## src/rtl/pc_return_stack.sv

```systemverilog
// pc_return_stack
// Program-counter unit with a hardware return-address stack.
// The PC advances on every non-stalled cycle. Supported operations are
// sequential fetch, conditional relative branch, relative call, return and
// absolute jump. A call pushes its return address and a return pops it.
//
// Ports:
//   clk    rising-edge clock for all state
//   rst    synchronous reset, active-high; has priority over stall and op
//   stall  holds all state and ignores op
//   op     000 NEXT, 001 BRC, 010 CALL, 011 RET, 100 JMP, 101-111 HOLD
//   flag   branch condition, used only by BRC
//   immd   relative offset (BRC/CALL) or absolute target (JMP)
//   pc     current PC, registered
//   sp     number of valid stack entries, 0..DEPTH
//   empty  sp == 0
//   full   sp == DEPTH
//   ovf    sticky: CALL issued while full
//   unf    sticky: RET issued while empty
module pc_return_stack #(
    parameter int PC_W  = 12,
    parameter int DEPTH = 8,
    parameter int SP_W  = 4
) (
    input  logic            clk,
    input  logic            rst,
    input  logic            stall,
    input  logic [2:0]      op,
    input  logic            flag,
    input  logic [PC_W-1:0] immd,
    output logic [PC_W-1:0] pc,
    output logic [SP_W-1:0] sp,
    output logic            empty,
    output logic            full,
    output logic            ovf,
    output logic            unf
);

    localparam int IDX_W = $clog2(DEPTH);

    localparam logic [2:0] OP_NEXT = 3'b000;
    localparam logic [2:0] OP_BRC  = 3'b001;
    localparam logic [2:0] OP_CALL = 3'b010;
    localparam logic [2:0] OP_RET  = 3'b011;
    localparam logic [2:0] OP_JMP  = 3'b100;

    logic [PC_W-1:0]  stack [DEPTH];

    logic [PC_W-1:0]  seq;
    logic [PC_W-1:0]  tgt;
    logic [IDX_W-1:0] push_idx;
    logic [IDX_W-1:0] top_idx;

    logic [PC_W-1:0]  pc_nxt;
    logic [SP_W-1:0]  sp_nxt;
    logic             ovf_nxt;
    logic             unf_nxt;
    logic             push;

    assign seq   = pc + PC_W'(1);
    assign tgt   = pc + immd + PC_W'(1);
    assign empty = (sp == '0);
    assign full  = (sp == SP_W'(DEPTH));

    // When full, sp's low bits alias entry 0, but no push happens then.
    assign push_idx = IDX_W'(sp);
    assign top_idx  = IDX_W'(sp - SP_W'(1));

    always_comb begin
        pc_nxt  = pc;
        sp_nxt  = sp;
        ovf_nxt = ovf;
        unf_nxt = unf;
        push    = 1'b0;
        if (!stall) begin
            case (op)
                OP_NEXT: pc_nxt = seq;
                OP_BRC:  pc_nxt = flag ? tgt : seq;
                OP_CALL: begin
                    if (full) begin
                        pc_nxt  = seq;
                        ovf_nxt = 1'b1;
                    end else begin
                        push   = 1'b1;
                        sp_nxt = sp + SP_W'(1);
                        pc_nxt = tgt;
                    end
                end
                OP_RET: begin
                    if (empty) begin
                        pc_nxt  = seq;
                        unf_nxt = 1'b1;
                    end else begin
                        // Popped entry is left in place; sp alone marks validity.
                        pc_nxt = stack[top_idx];
                        sp_nxt = sp - SP_W'(1);
                    end
                end
                OP_JMP:  pc_nxt = immd;
                default: ;
            endcase
        end
    end

    always_ff @(posedge clk) begin
        if (rst) begin
            pc  <= '0;
            sp  <= '0;
            ovf <= 1'b0;
            unf <= 1'b0;
            for (int i = 0; i < DEPTH; i++) begin
                stack[i] <= '0;
            end
        end else begin
            pc  <= pc_nxt;
            sp  <= sp_nxt;
            ovf <= ovf_nxt;
            unf <= unf_nxt;
            if (push) begin
                stack[push_idx] <= seq;
            end
        end
    end

endmodule

```

## config.mk

```make
export PLATFORM = sky130hd
export DESIGN_NAME = pc_return_stack
export DESIGN_NICKNAME = d
export VERILOG_FILES = /design/src/rtl/pc_return_stack.sv
export SDC_FILE = /design/constraint.sdc
export NUM_CORES = 1
export LEC_CHECK = 0
export ABC_CLOCK_PERIOD_IN_PS = 3050
export CAP_MARGIN = 20
export CELL_PAD_IN_SITES_DETAIL_PLACEMENT = 1
export CELL_PAD_IN_SITES_GLOBAL_PLACEMENT = 2
export CORE_MARGIN = 2
export CORE_UTILIZATION = 37
export DETAILED_ROUTE_END_ITERATION = 10
export MAX_ROUTING_LAYER = met4
export PLACE_DENSITY_LB_ADDON = 0.1
export SYNTH_ARGS = -nofsm -noshare
export SYNTH_HDL_FRONTEND = slang
export SYNTH_SLANG_ARGS = --single-unit
```

## constraint.sdc

```tcl
create_clock -name clk -period 3.05 [get_ports clk]
set_clock_uncertainty 0.2 [all_clocks]
set_input_delay 0.61 -clock clk [delete_from_list [all_inputs] [get_ports clk]]
set_output_delay 0.61 -clock clk [all_outputs]
set_load 0.02 [all_outputs]
```

# Yosys cells after proc, flatten, opt, wreduce, memory -nomap -nowiden
# Memories as Yosys holds them, arrays and structs flattened.
# Cells that the tools add are included.
[word_totals]
regBits = 18
mem_bits_rw = 96
elab_cells = 45
n_memories = 1
[memory_table]
columns = ["name", "words", "width", "rd", "rd_ports_with_merged_regs", "wr", "line_no", "rtl"]
rows = [
  ["stack", 8, 12, 1, 0, 8, "47", "logic [PC_W-1:0] stack [DEPTH];"],
]
[classes]
add_sub_neg = 5
n_eq_ne = 7
n_mux = 18
bitwise = 1
n_reduce_logical = 9
[ops]
columns = ["op", "count"]
rows = [
  ["case mux 12 bit (5 select lines)", 1],
  ["2-to-1 mux 12 bit", 4],
  ["adder 12 x 1 -> 12 bit (second input constant)", 2],
  ["adder 12 bit", 1],
  ["OR reduction 12 bit", 1],
  ["2-to-1 mux 1 bit", 9],
  ["2-to-1 mux 4 bit", 2],
  ["case mux 4 bit (2 select lines)", 1],
  ["== test 3 x 2 -> 1 bit (second input constant)", 2],
  ["AND reduction 3 bit", 2],
  ["nonzero test 5 bit", 1],
  ["adder 4 x 1 -> 4 bit (second input constant)", 1],
  ["== test 4 bit (second input constant)", 1],
  ["zero test 4 bit", 1],
  ["inequality test 2 bit (second input constant)", 2],
  ["AND reduction 4 bit", 1],
  ["subtractor 4 x 1 -> 4 bit (second input constant)", 1],
  ["== test 3 x 1 -> 1 bit (second input constant)", 1],
  ["== test 3 bit (second input constant)", 1],
  ["zero test 3 bit", 1],
  ["2-to-1 mux 3 bit", 1],
  ["AND reduction 2 bit", 1],
  ["nonzero test 2 bit", 1],
  ["NOT 1 bit", 1],
]

# Depth between registers and ports, before layout
[logic_depth]
ltp_word = 9
ltp_mapped = 11
mapped_depth_nobuf = 9

# Worst setup path before layout
# No wires, ideal clock.
[synth_timing]
path_type = "reg-to-reg"
start = "register sp[0]"
end = "memory stack[7][0], enable pin"
setup_ns = 0.350
t_arrival_ns = 2.939
required_time_ns = 2.500
slack_ns = -0.438
stages_incl_launch_ff = 10
path_cell_list = "dfxtp_1 -> buf_4 -> buf_2 -> inv_1 -> ha_1 -> and3b_4 -> or3_4 -> nor4b_4 -> nand3_2 -> or2b_1"
[synth_rtl]
columns = ["element", "line_no", "rtl"]
rows = [
  ["start: declaration", "32", "output logic [SP_W-1:0] sp,"],
  ["start signal: assignment", "116", "sp <= sp_nxt;"],
  ["end: declaration", "47", ""],
]

# Final worst setup path
[layout_timing]
start = "input immd[0]"
end = "register pc[10]"
[layout_between]
elab_chain_len = 4
elab_cells_between_ends = 5
classes_between = "add/sub (2); mux (3)"
[layout_rtl]
columns = ["element", "line_no", "rtl"]
rows = [
  ["start: declaration", "30", "input logic [PC_W-1:0] immd,"],
  ["adder 12 bit *", "61", "assign tgt = pc + immd + PC_W'(1);"],
  ["adder 12 x 1 -> 12 bit *", "61", ""],
  ["2-to-1 mux 12 bit (on tied branches)", "80, 78", ""],
  ["case mux 12 bit (5 select lines) *", "76", "case (op)"],
  ["end signal: assignment", "115", "pc <= pc_nxt;"],
  ["end: declaration", "31", "output logic [PC_W-1:0] pc,"],
]
# Every way passes the cells marked *; elsewhere a longest branch is shown, timed or not.
# A chain may end at the register's enable or synchronous reset.

==> flow_metrics.env <==
export IMPL_status="finished clean"
export IMPL_cts_buffers=17
export IMPL_worstPathMaxFanout=2
export IMPL_synth_simple_area_share_pct=16.0
export IMPL_dp_hpwl_microns=12100
export IMPL_async_flop_share_pct=0
export IMPL_final_max_slew_violation_count=0
export IMPL_setup_violations=0
export IMPL_io_buffer_count=38
export IMPL_fin_util_pct=48.0
export IMPL_nets=629
export IMPL_area_growth_synth_to_final_pct=27.2
export IMPL_power_leakage_nw=2.74
export IMPL_syn_nets=545
export IMPL_start_kind="input pin"
export IMPL_rsz0062_at_grt="false"
export IMPL_syn_area_sq_um=6000
export IMPL_gr_total_overflow=0
export IMPL_rows=46
export IMPL_fill_cells=1711
export IMPL_setup_ws_ns=0.186
export IMPL_drt_iter0_markers=232
export IMPL_antenna_left=0
export IMPL_post_drt_wl_per_cell_microns=20.3
export IMPL_synth_top_family_by_area="simple AND/OR/NAND/NOR gates"
export IMPL_dr_pass1_iters=4
export IMPL_synth_edf_count=96
export IMPL_yosysWarnings=0
export IMPL_ys_top_cells_by_area="edfxtp_1 (48%), mux4_2 (9.0%), nor2_1 (8.2%)"
export IMPL_multi_input_area_sq_um=2570
export IMPL_clk_latency_ns=0.42
export IMPL_synth_area_per_cell_sq_um=11.7
export IMPL_synth_compound_area_share_pct=9.47
export IMPL_fin_area_sq_um=7630
export IMPL_grt_max_degree=33
export IMPL_wl_microns=16700
export IMPL_fin_crit_sh_pct=93.9
export IMPL_grt_pass1_wl_microns=27300
export IMPL_clk_pin_slew_worst_paths_ns=0.06
export IMPL_initial_core_util_pct=37.8
export IMPL_dieHeight_microns=131
export IMPL_maxSlewHeadroom_pct=36.5
export IMPL_power_density_nw_per_um2=602
export IMPL_cts_tree="yes"
export IMPL_fmax_mhz=349
export IMPL_layout_commonest_cell="nor2_1"
export IMPL_synth_distinct_cells=62
export IMPL_grt_use_total_pct=21.3
export IMPL_place_ws_ns=-0.247
export IMPL_synth_flop_cell="edfxtp_1"
export IMPL_place_gp_congestion=0.807
export IMPL_regArea_sq_um=3250
export IMPL_synth_area_mux_share_pct=11.0
export IMPL_core_sq_um=15900
export IMPL_viasPerCell=5.25
export IMPL_crit_required_ns=3.18
export IMPL_fp_dieW_microns=131
export IMPL_worstMarginPinSlew_ns=0.945
export IMPL_path_class="in2reg"
export IMPL_clock_sinks=114
export IMPL_cp_arrival_ns=3.00
export IMPL_final_cell_mix="nor2_1 (131), edfxtp_1 (96), buf_4 (47)"
export IMPL_yosys_area_share_xor_xnor_pct=2.92
export IMPL_root_buffer="clkbuf_16"
export IMPL_place_area_sq_um=6990
export IMPL_htreeDepth=4
export IMPL_antenna_cells=0
export IMPL_pin_count=39
export IMPL_cts_buffer_depth=2
export IMPL_dieArea_sq_um=17200
export IMPL_end_kind="flip-flop"
export IMPL_fin_crit_ns=2.86
export IMPL_antenna_found_initial=0
export IMPL_synth_adder_area_share_pct=3.25
export IMPL_r2r_setup_slack_ns=0.31
export IMPL_ir_drop_mv=0.474
export IMPL_totalPowerFinal_mw=4.60
export IMPL_grt_pass1_vias=4790
export IMPL_instances_no_fill=824
export IMPL_synth_top_area_share_pct=48.1
export IMPL_hold_path_class="reg2reg"
export IMPL_syn_inst=511
export IMPL_dpl_cell_count=792
export IMPL_drv_cap=0
export IMPL_drive_gt1_share_pct=21.7
export IMPL_hold_viol=0
export IMPL_drc_errors=0
export IMPL_synth_top_area_cell="edfxtp_1"
export IMPL_cts_hold_fix_buffers=0
export IMPL_ys_seq_elements=114
export IMPL_vias=4327
export IMPL_seq_area_frac_synth_pct=54.1
## metrics by stage
stage	setup TNS (ns)	hold slack [ns]
floorplan	0	0.370
global placement	-0.371	0.249
detailed placement	-0.444	0.270
CTS	0	0.287
global route	0	0.310
finish	0	0.275
## per-layer routing
metal  vias up  track usage, %  routed length (microns)
met5         -               -                        0
met4         0            6.94                      223
met3        19            4.17                      538
met2        62            34.3                     8320
met1      2186            27.2                     7610
li1       2060               -                        -
## critical path, cell delays in order
cell and delay (ns):
clkdlybuf4s50_1 0.48, inv_1 0.05, ha_1 0.22, fa_1 0.42, nor2b_1 0.19, o31a_1 0.17, o21ai_0 0.12, or2_2 0.30
a211o_1 0.25, a311oi_1 0.19
## flip-flops by register name, summed over array words and instances, names as in the netlist
register  flops
pc           12
stack        96
unf           1
ovf           1
sp            4
## cells by family (layout without fill, tap and decap cells)
group           count (synthesis)  in the layout
xor+xnor                       20             20
flops                         114            114
mux                            35             35
simple gates                  207            207
fa+ha+maj                      15             15
buf+inv                        40            137
compound gates                 80             80
## cell usage after synthesis, types with 5 or more instances
| cell type | instances |
|---|---|
| nand2b_1 | 11 |
| buf_2 | 9 |
| clkbuf_1 | 10 |
| a21oi_1 | 19 |
| mux2_2 | 7 |
| nor2_1 | 131 |
| nand2_1 | 21 |
| o21ai_0 | 12 |
| xnor2_1 | 12 |
| nor3_1 | 8 |
| a211oi_1 | 6 |
| o2111a_1 | 5 |
| mux4_2 | 24 |
| dfxtp_1 | 18 |
| xor2_1 | 8 |
| edfxtp_1 | 96 |
| a221oi_1 | 5 |
| nand4_1 | 5 |
| inv_1 | 14 |
| ha_1 | 14 |
## report_power, final
group	total (mW)	leakage (nW)	internal (mW)	switching [mW]
logic	0.645	1.29	0.294	0.351
registers	1.78	1.14	1.75	0.0386
clock network	2.17	0.308	1.44	0.726
## final timing paths
kind | from | endpoint | cells past startpoint
worst max-delay path | immd[0] | pc[10] | 10
worst min-delay path | unf | unf | 2
worst max register to register | sp[0] | stack[4][11] | 8
worst min register to register | unf | unf | 2
## layout make-up
type                    instances  area share, %
flip-flops and latches        114           42.5
multi-input cells             357           33.6
repair buffers                 91           11.2
clock buffers                  17           5.57
well taps                     216           3.54
clock inverters                15           2.80
inverters                      14          0.689
## what timing repair did
action / 4_1_cts / 5_1_grt
endpoints found under the hold margin: 0 / 0
buffers inserted: 0 / 0
setup endpoints to repair: 0 / 1
gates resized for setup: 0 / 1
Power figures use the tool's default switching activity.
